**src/rtl/ram_arbiter.sv**
```systemverilog
// ram_arbiter: two-port (data/instr) arbiter onto a single-cycle RAM with starvation-forced instr priority.
module ram_arbiter #(
  parameter int unsigned     MAX_STARVE = 4,
  parameter longint unsigned RAM_BYTES  = 65536
) (
  input  logic        clk,
  input  logic        rst_n,
  input  logic        d_req,
  input  logic        d_we,
  input  logic [31:0] d_addr,
  input  logic [31:0] d_wdata,
  input  logic [3:0]  d_be,
  output logic        d_gnt,
  output logic        d_rvalid,
  output logic        d_err,
  output logic [31:0] d_rdata,
  input  logic        i_req,
  input  logic [31:0] i_addr,
  output logic        i_gnt,
  output logic        i_rvalid,
  output logic        i_err,
  output logic [31:0] i_rdata,
  output logic        ram_req,
  output logic        ram_we,
  output logic [31:0] ram_addr,
  output logic [3:0]  ram_be,
  output logic [31:0] ram_wdata,
  input  logic [31:0] ram_rdata
);
  typedef enum logic {DATA_PRI, INSTR_PRI} state_t;
  localparam logic [7:0] MAX_S = 8'(MAX_STARVE);
  state_t state, state_nxt;
  logic [7:0] starve_cnt, starve_nxt;
  logic rsp_valid, rsp_src, rsp_err;
  logic d_in, i_in, d_sel, i_sel;
  assign d_in = 64'(d_addr) < RAM_BYTES;
  assign i_in = 64'(i_addr) < RAM_BYTES;
  always_comb begin
    d_gnt = d_req && (state == DATA_PRI || !i_req);
    i_gnt = i_req && !d_gnt;
    d_sel = d_gnt && d_in;
    i_sel = i_gnt && i_in;
    starve_nxt = (i_req && !i_gnt) ? ((starve_cnt >= MAX_S) ? MAX_S : starve_cnt + 8'd1) : 8'd0;
    state_nxt = (state == DATA_PRI) ? ((i_req && !i_gnt && starve_nxt == MAX_S) ? INSTR_PRI : DATA_PRI)
                                    : ((i_gnt || !i_req) ? DATA_PRI : INSTR_PRI);
    ram_req   = d_sel || i_sel;
    ram_we    = d_sel && d_we;
    ram_addr  = d_sel ? d_addr : i_sel ? i_addr : 32'd0;
    ram_be    = d_sel ? d_be : i_sel ? 4'hF : 4'h0;
    ram_wdata = d_sel ? d_wdata : 32'd0;
  end
  // rsp_src: 0 = data, 1 = instr; out-of-range grants carry err instead of RAM data
  always_ff @(posedge clk or negedge rst_n) begin
    if (!rst_n) begin
      state      <= DATA_PRI;
      starve_cnt <= 8'd0;
      rsp_valid  <= 1'b0;
      rsp_src    <= 1'b0;
      rsp_err    <= 1'b0;
    end else begin
      state      <= state_nxt;
      starve_cnt <= starve_nxt;
      rsp_valid  <= d_gnt || i_gnt;
      rsp_src    <= i_gnt;
      rsp_err    <= (d_gnt && !d_in) || (i_gnt && !i_in);
    end
  end
  assign d_rvalid = rsp_valid && !rsp_src;
  assign i_rvalid = rsp_valid && rsp_src;
  assign d_err    = d_rvalid && rsp_err;
  assign i_err    = i_rvalid && rsp_err;
  assign d_rdata  = (d_rvalid && !rsp_err) ? ram_rdata : 32'd0;
  assign i_rdata  = (i_rvalid && !rsp_err) ? ram_rdata : 32'd0;
endmodule

```
**config.mk**
```make
export PLATFORM = sky130hd
export DESIGN_NAME = ram_arbiter
export DESIGN_NICKNAME = d
export VERILOG_FILES = /design/src/rtl/ram_arbiter.sv
export SDC_FILE = /design/constraint.sdc
export NUM_CORES = 1
export LEC_CHECK = 0
export ABC_AREA = 1
export ABC_CLOCK_PERIOD_IN_PS = 1600
export CORE_AREA = 3 3 106 108
export CTS_CLUSTER_DIAMETER = 80
export DETAILED_ROUTE_END_ITERATION = 16
export DIE_AREA = 0 0 109 111
export GPL_TIMING_DRIVEN = 0
export HOLD_SLACK_MARGIN = 0.12
export PLACE_DENSITY_LB_ADDON = 0.2
export SYNTH_ARGS = -nofsm -noshare
export SYNTH_HDL_FRONTEND = slang
export SYNTH_SLANG_ARGS = --single-unit
```
**constraint.sdc**
```tcl
create_clock -name clk -period 1.6 [get_ports clk]
set_input_delay 0.32 -clock clk [delete_from_list [all_inputs] [get_ports clk]]
set_output_delay 0.32 -clock clk [all_outputs]
set_load 0.05 [all_outputs]
```
Word-level counts from Yosys, hierarchy flattened
Cells that the tools add are included.
- word-level logic and storage cells: 50
- register bits after elaboration: 12
- output and inout port bits: 140
- input port bits: 137
- reductions and logical operators: 27
- add/sub/neg operators: 1
- eq/ne operators: 1
- mux-type cells: 12
- bitwise gates (word level): 1
- magnitude comparators: 3
- operator list (cell ; number):
    $mux 32 ; 5
    $lt 32x17->1 const B ; 2
    $mux 8 ; 2
    $logic_and 1x1->1 ; 15
    $add 8x1->8 const B ; 1
    $eq 8x3->1 const B ; 1
    $ge 8x3->1 const B ; 1
    $mux 4 ; 2
    $logic_not 1->1 ; 7
    $logic_or 1x1->1 ; 5
    $mux 1 ; 3
    $not 1->1 ; 1

Logic depth before layout (Yosys ltp)
Gate-level depths: netlist of the first run.
- depth in word-level cells: 12
- gate-level depth with buffers: 9

Worst setup path after synthesis of the first run
OpenSTA, ideal clock, no wires.
- path type: flip-flop to output port
- start: reg rsp_src
- end: out d_rdata[0]
- path buffers: 1
- slack: -0.942 ns
- cell stages (with the launch flop): 5
- arrival time: 2.222 ns
- cells stage by stage: dfrtp_1 -> nor2_1 -> nand2_1 -> clkbuf_1 -> nor2_1
- longest elaborated chain between the ends: 4
- ends and longest elaborated chain (element ; line ; text):
    from (decl) ; 34 ; logic rsp_valid, rsp_src, rsp_err;
    from (signal assigned) ; 64 ; rsp_src <= i_gnt;
    $logic_not 1->1 ; 68 ; assign d_rvalid = rsp_valid && !rsp_src;
    $logic_and 1x1->1 ; 68 ;
    via d_rvalid ; 14 ; output logic d_rvalid,
    $logic_and 1x1->1 ; 72 ; assign d_rdata = (d_rvalid && !rsp_err) ? ram_rdata : 32'd0;
    $mux 32 ; 72 ;
    to (decl) ; 16 ; output logic [31:0] d_rdata,
The timed path passes the listed nets, and every way through them passes these cells.

Worst setup path after layout of the first run
- start: reg state
- end: out ram_addr[12]
- longest elaborated chain between the ends: 8
- elaborated cells on any way between the ends: 9
- those cells by class: mux: 2; bitwise: 1; reduce/logical: 6
- ends and longest elaborated chain (element ; line ; text):
    from (decl) ; 32 ; state_t state, state_nxt;
    from (signal assigned) ; 61 ; state <= state_nxt;
    $not 1->1 (*) ; - ;
    $logic_or 1x1->1 (*) ; 39 ; d_gnt = d_req && (state == DATA_PRI || !i_req);
    $logic_and 1x1->1 (*) ; 39 ;
    $logic_not 1->1 ; 40 ; i_gnt = i_req && !d_gnt;
    $logic_and 1x1->1 ; 40 ;
    $logic_and 1x1->1 ; 42 ; i_sel = i_gnt && i_in;
    $mux 32 ; 48 ; ram_addr = d_sel ? d_addr : i_sel ? i_addr : 32'd0;
    $mux 32 (*) ; 48 ;
    to (decl) ; 25 ; output logic [31:0] ram_addr,
Mark *: on every way between the ends. The rest lies on a longest branch, timed or not.

==> results of run 1 <==
stage by stage:
step / hold slack (ps) / cell area [um2] / worst slack, ps / power, mW / std cells
6_report: 395.2 / 7122 / -344.2 / 1.840 / 812
5_1_grt: 423.5 / 7122 / -419.4 / 1.924 / 812
4_1_cts: 398.3 / 6729 / -400.3 / 1.743 / 794
3_5_place_dp: 564.6 / 5923 / -1401 / 1.444 / 751
3_3_place_gp: 521.7 / 5923 / -1383 / 1.432 / 751
2_1_floorplan: 24.41 / 3151 / -110.1 / 0.9504 / 355
where the power goes:
| part | leakage, nW | internal [mW] | switching [mW] | total (mW) |
|---|---|---|---|---|
| combinational | 3.09 | 0.593 | 0.659 | 1.25 |
| clock | 0.0216 | 0.165 | 0.0972 | 0.262 |
| sequential | 0.145 | 0.319 | 0.00727 | 0.326 |
sequential cells by signal, indices dropped and copies added, names as in the netlist:
name,count
rsp_err,1
rsp_src,1
rsp_valid,1
starve_cnt,8
state,1
cell families after synthesis:
group,after synthesis
AOI/OAI and AO/OA,5
adders and majority gates,2
buffers and inverters,114
DFF,12
other,1
and+or+nand+nor,201
worst max-delay path, stage by stage (launching register included):
cell	delay, ps
dfrtp_1	330
nand2_2	60
nand2_4	90
inv_8	50
nor2_8	90
inv_4	50
nor2_8	150
buf_12	130
buf_12	120
nand3_4	90
nand2_8	70
buf_8	150
area by class of cell:
cell class | instances | area, um2
repair buffers | 321 | 3681
fillers | 784 | 3202
multi-input cells | 229 | 2221
plain buffers | 29 | 385.4
inverters | 82 | 321.6
flip-flops and latches | 12 | 301.5
well taps | 136 | 170.2
clock buffers | 3 | 41.29
placed cells by master (no fill, tap or decap), types with 5 or more instances in the layout:
| cell type | netlist | final |
|---|---|---|
| nand2_2 | 1 | 6 |
| buf_12 | 1 | 24 |
| inv_1 | 80 | 77 |
| buf_8 | 0 | 51 |
| nand4_1 | 17 | 17 |
| clkdlybuf4s50_1 | 0 | 102 |
| buf_4 | 17 | 34 |
| nand2_1 | 37 | 12 |
| nor2_2 | 0 | 5 |
| nor2_1 | 124 | 17 |
| buf_6 | 2 | 98 |
| nor2_4 | 2 | 104 |
| buf_2 | 6 | 12 |
| conb_1 | 1 | 21 |
| clkbuf_2 | 0 | 15 |
| nand2_4 | 0 | 11 |
| dfrtp_1 | 12 | 11 |
| nand2_8 | 0 | 9 |
| nand3_4 | 1 | 13 |
| clkbuf_16 | 0 | 5 |
what timing repair did:
action,4_1_cts,5_1_grt
pin swaps,60,64
gates cloned,13,1
gates resized for setup,971,150
hold buffers,0,0
setup buffers,27,28
endpoints found under the setup margin,125,122
worst max path at each step:
stage / endpoint / from / slack [ps]
after floorplan: i_rdata[10] / rsp_src / -110
after global placement: ram_addr[11] / d_addr[28] / -1380
after detailed placement: ram_addr[10] / d_addr[19] / -1400
after CTS: ram_addr[10] / state / -400
after global routing: ram_addr[12] / state / -420
final: ram_addr[12] / state / -340
layer usage:
metal	share of wire	GRT usage
met1	0.32	0.1793
met2	0.57	0.3784
met3	0.098	0.05067
met4	0.010	0.02525
met5	0	0
==> implementation parameters, run 1 <==
Parameter                              Value

STA
  Worst setup slack after layout    -344.2 ps
  Period utilisation layout    1.215
  Worst-Margin Slew    about 500 ps
  Maximum clock rate    between 500 and 600 MHz
  Clock period minus final worst setup slack    1944 ps
  RSZ-0062 raised after global routing    true
  Max transition margin    0.6629
  Count of final setup violators    around 120
  Clock skew    between 1.5 and 2 ps
  Post-route setup TNS    -24810 ps
  Number of max-slew violations in the final report    0
  Number of hold-slack violations in the final timing report    0

Hold path
  Worst min-delay path startpoint    i_req
  Hold Path Sink    starve_cnt[0]
  Worst hold path stage count    3
  Class of the worst hold path    input pin to register

Job
  Count of maximum capacitance violations    0

Floorplan
  Ports placed on the boundary    approximately 280
  Floorplan die area    between 10000 and 15000 um2
  Rows    37
  Placeable Area    approximately 10000 um2
  Initial cell density of the core    0.1765
  Die height    111 um
  Die X-Extent    about 110 um

CTS
  Total clock sinks    12
  Maximum level of the CTS H-tree    1
  TritonCTS clock tree    built
  Clock buffer count from CTS    3
  Clk buf depth    2
  Clock insertion delay at the later pin of the skew report    230 ps
  Clock Pin Slew Worst Setup and Hold Paths    50 ps
  Root Buffer Master    clkbuf_8

Synth
  Post-synthesis mux area share    0
  Share of async-settable or async-resettable flops after synthesis    1.000
  Cell types with the highest counts after synthesis    nor2_1 (124), inv_1 (80), nand2_1 (37)
  Distinct cells, synth    22
  Yosys warnings    0
  Cell area after synthesis    roughly 1800 um2
  Proportion of synthesized chip area in sequential cells    0.1648
  Post-Syn Area per Cell    5.438 um2
  EDFF count, synth    0
  Simple-Gate Fraction of Synth Area    0.5117
  Combinational family with the most area after synthesis    simple AND/OR/NAND/NOR gates
  Xor/xnor cell area share of the yosys netlist    0
  Area contributors post-synth    nor2_1 (26%), dfrtp_1 (16%), inv_1 (16%)
  Share of synthesized cell area in full adder, half adder and majority cells    0.01374
  Share of Yosys cell area claimed by the top area cell type    0.2555
  Post-Syn Instances    335
  Library cell occupying the most area in the post-synthesis netlist    nor2_1
  Flip-flop and latch count after synthesis    12
  Leading cell type by number of instances after synthesis    nor2_1
  Dominant register cell in the synthesized netlist    dfrtp_1
  Post-synthesis compound-gate area fraction    0.01374

GRT
  Initial antenna violation count    0
  Pin count of the biggest net entering global routing    13
  Remaining global-route overflow    0
  Overall fraction of global-route tracks in use    0.1843
  Global-route wire length before repair    between 15000 and 20000 um
  Number of global-route vias before repair    around 3400

Final layout
  Area delta synth->final    290.9%
  Nets@finish    just over 800
  Ant. Diodes    0
  Finished Core Util    0.6899
  Layout cell share with drive strength beyond 1    0.6124

Setup path
  Crit path arrival time    1620 ps
  Register-to-register setup slack    approximately 250 ps
  Crit-path max FO    5
  Element type at the critical path start    register
  R2r endpoint    rsp_err
  Data required time at the worst endpoint    ~1300 ps
  Worst R2R Path Depth    9
  Critical Path Sink Type    primary output
  Launching point of the worst reg2reg path    state
  Classification of the worst setup path    register to primary output

Drt
  Initial DRC Count    between 60 and 70
  Average via count per standard cell    just over 4
  Post-route DRC violation count    0
  Count of nets left with antenna violations after detail routing    0
  Wire per inst    ~15 um
  Total iterations of the first detailed-routing run    4
  Vias after detailed routing    approximately 3300
  Routed Wire Length    12350 um

Power and ir drop
  Pwr dens    approximately 260 nW/um2
  P_leak    roughly 3.3 nW
  Worst supply voltage drop on vdd    around 0.32 mV

Outcome
  Failing checks    negative setup slack
  Run status    complete, but fails checks

Placement
  Final weighted congestion in routability-driven placement    between 0.8 and 0.9
  Port-buffer cells    260
  Detailed Place HPWL    ~9400 um
No activity file was read; power rests on OpenSTA's default activity.
==> inputs of run 2 (changes only) <==
Settings changed: ABC_CLOCK_PERIOD_IN_PS 1600 to 2440, TNS_END_PERCENT from default to 1.
Clock period 1.6 ns to 2.44 ns, I/O delays scaled along.
==> implementation parameters, run 2 (same netlist as run 1, synthesis figures left out) <==
Parameter                              Value

Outcome
  Run status    complete, but fails checks
  Failing checks    negative setup slack

Floorplan
  Ports placed on the boundary    277 (unchanged)
  Floorplan die area    12100 um2 (unchanged)
  Die X-Extent    109 um (unchanged)
  Rows    37 (unchanged)
  Initial cell density of the core    0.1765 (unchanged)
  Die height    111 um (unchanged)
  Placeable Area    10320 um2 (unchanged)

CTS
  Clock insertion delay at the later pin of the skew report    240 ps (about the same)
  Clock buffer count from CTS    3 (unchanged)
  TritonCTS clock tree    built
  Total clock sinks    12 (unchanged)
  Clk buf depth    2 (unchanged)
  Root Buffer Master    clkbuf_8
  Maximum level of the CTS H-tree    1 (unchanged)
  Clock Pin Slew Worst Setup and Hold Paths    50 ps (about the same)

Final layout
  Final Non-Filler Cells    762 (-6.2%)
  Area of combinational cells with multiple inputs    1129 um2 (-49%)
  Layout cell share with drive strength beyond 1    0.2208 (-0.3916)
  Largest register FFs    8 (unchanged)
  Nets@finish    765 (-6.4%)
  Fill cell instance count of the final layout    1072 (+37%)
  Commonest non-fill, non-tap cell in the layout    clkdlybuf4s50_1
  Most frequent cells in the layout    clkdlybuf4s50_1 (137), nor2_1 (107), inv_1 (79)
  Finished Core Util    0.4679 (-0.2219)
  Top reg by flops    starve_cnt
  Storage cell area    300.3 um2 (-0.41%)
  Non-Filler Cell Area, Final    4831 um2 (-32%)
  Area delta synth->final    165.2%

GRT
  Number of global-route vias before repair    2868 (-15%)
  Global-route wire length before repair    15250 um (-14%)
  Remaining global-route overflow    0 (unchanged)
  Met3 usage    0.04776 (-0.002912)
  Grt met1 use    0.1605 (-0.01880)
  Met2 capacity usage during global routing    0.3133 (-0.06511)
  Most Crowded Layer GR    met2
  Overall fraction of global-route tracks in use    0.1607 (-0.02359)
  Initial antenna violation count    2 (+2)
  Pin count of the biggest net entering global routing    13 (unchanged)

Job
  Count of maximum capacitance violations    0 (unchanged)

STA
  Max transition margin    0.6239 (-0.03900)
  Period utilisation layout    1.021
  RSZ-0062 raised after global routing    true
  Post-route setup TNS    -1094 ps (+23710 ps)
  Clock period minus final worst setup slack    2491 ps
  Number of max-slew violations in the final report    0 (unchanged)
  Number of hold-slack violations in the final timing report    0 (unchanged)
  Maximum clock rate    401.5 MHz
  Clock skew    3.707 ps (+1.848 ps)
  Worst-Margin Slew    562.4 ps (+58.32 ps)
  Count of final setup violators    40 (-66%)
  Worst setup slack after layout    -50.62 ps (+293.6 ps)

Drt
  Vias after detailed routing    2954 (-9.9%)
  Wire per inst    13.81 um (-9.2%)
  Post-route DRC violation count    0 (unchanged)
  Average via count per standard cell    3.877 (-4.0%)
  Total iterations of the first detailed-routing run    4 (unchanged)
  Initial DRC Count    99 (+62%)
  Count of nets left with antenna violations after detail routing    0 (unchanged)
  Routed Wire Length    10520 um (-15%)

Setup path
  Element type at the critical path start    input pin
  Classification of the worst setup path    input pin to primary output
  Cell with the largest stage delay on the worst path    clkdlybuf4s50_1
  Cells traversed along the worst timing path    clkdlybuf4s50_1 -> nor2_2 -> nand2_2 -> nor2_4 -> nand3_4 -> buf_8 -> nand3_1 -> nand2_1 -> buf_2
  Data required time at the worst endpoint    1950 ps (+670 ps)
  Crit path arrival time    2000 ps (+380 ps)
  Crit-path max FO    10 (+5)
  Critical Path Sink Type    primary output
  CP peak stage delay    410 ps (+80 ps)

Placement
  Detailed Place HPWL    9392 um (unchanged)
  Number of cells after detailed placement    751 (unchanged)
  Port-buffer cells    260 (unchanged)
  Total placed instance area    4672 um2 (-21%)
  Final weighted congestion in routability-driven placement    0.8242 (-0.75%)

Power and ir drop
  P_leak    2.771 nW (-15%)
  Pwr dens    210.2 nW/um2 (-19%)
  Worst supply voltage drop on vdd    0.1492 mV (-54%)

Hold path
  Class of the worst hold path    register to register
==> run 2: cell types whose count changed in the layout (fill, tap and decap cells not counted), sizes merged, moves of 6 or more <==
cell and change:
dlygate4sd2 +48, dlymetal6s2s +6, clkdlybuf4s50 +35, buf -137, clkbuf -12, clkdlybuf4s15 +9
==> run 2: report_power, final <==
part | internal (mW) | total, mW | leakage, nW | switching [mW]
sequential | 0.209 | 0.212 | 0.146 | 0.00356
combinational | 0.275 | 0.594 | 2.60 | 0.318
clock | 0.142 | 0.210 | 0.0288 | 0.0675
total | 0.626 | 1.02 | 2.77 | 0.389
==> run 2: repair_timing <==
item                                    in CTS  in global routing
endpoints found under the setup margin     116                114
gates cloned                                 0                  1
hold buffers                                 0                  0
pin swaps                                    2                  7
gates resized for setup                    397                109
buffers inserted                             0                  5
==> run 2: per-stage QoR <==
step / power [mW] / worst slack (ps) / hold WS [ps]
after detailed placement: 0.8233 / -783.1 / 541.2
after global routing: 1.074 / -152.7 / 574.9
final: 1.015 / -50.62 / 547.9
after global placement: 0.8182 / -783.6 / 522.7
after floorplan: 0.5053 / -149.5 / 192.4
after CTS: 1.019 / -260.4 / 549.8
==> run 2: path summary, 6_finish.rpt <==
path	slack (ps)	cells past startpoint	to	start
worst max-delay path	-50	9	ram_addr[3]	d_addr[26]
worst min-delay path	550	3	starve_cnt[0]	starve_cnt[0]
worst max register to register	1300	7	state	state
worst min register to register	550	3	starve_cnt[0]	starve_cnt[0]
max in group asynchronous	1500	1	starve_cnt[0]	rst_n
min in group asynchronous	600	1	starve_cnt[2]	rst_n
==> run 2: layout make-up <==
class	count	share of cell area
Sequential cell	12	0.06216
Buffer	32	0.05232
Inverter	82	0.06475
Clock buffer	4	0.01140
Timing Repair Buffer	265	0.5400
Tap cell	136	0.03522
Antenna cell	1	0.0005180
Multi-Input combinational cell	230	0.2336
==> run 2: routing by layer <==
metal | wire length [um] | share of wire
met1 | 3487 | 0.33
met4 | 123 | 0.012
met2 | 5703 | 0.54
met5 | 7 | 0.00067
met3 | 1200 | 0.11
==> run 2: worst max-delay path, delay by kind of cell <==
family	cells	cell delay, ps
buf+inv	3	790
simple gates	6	720
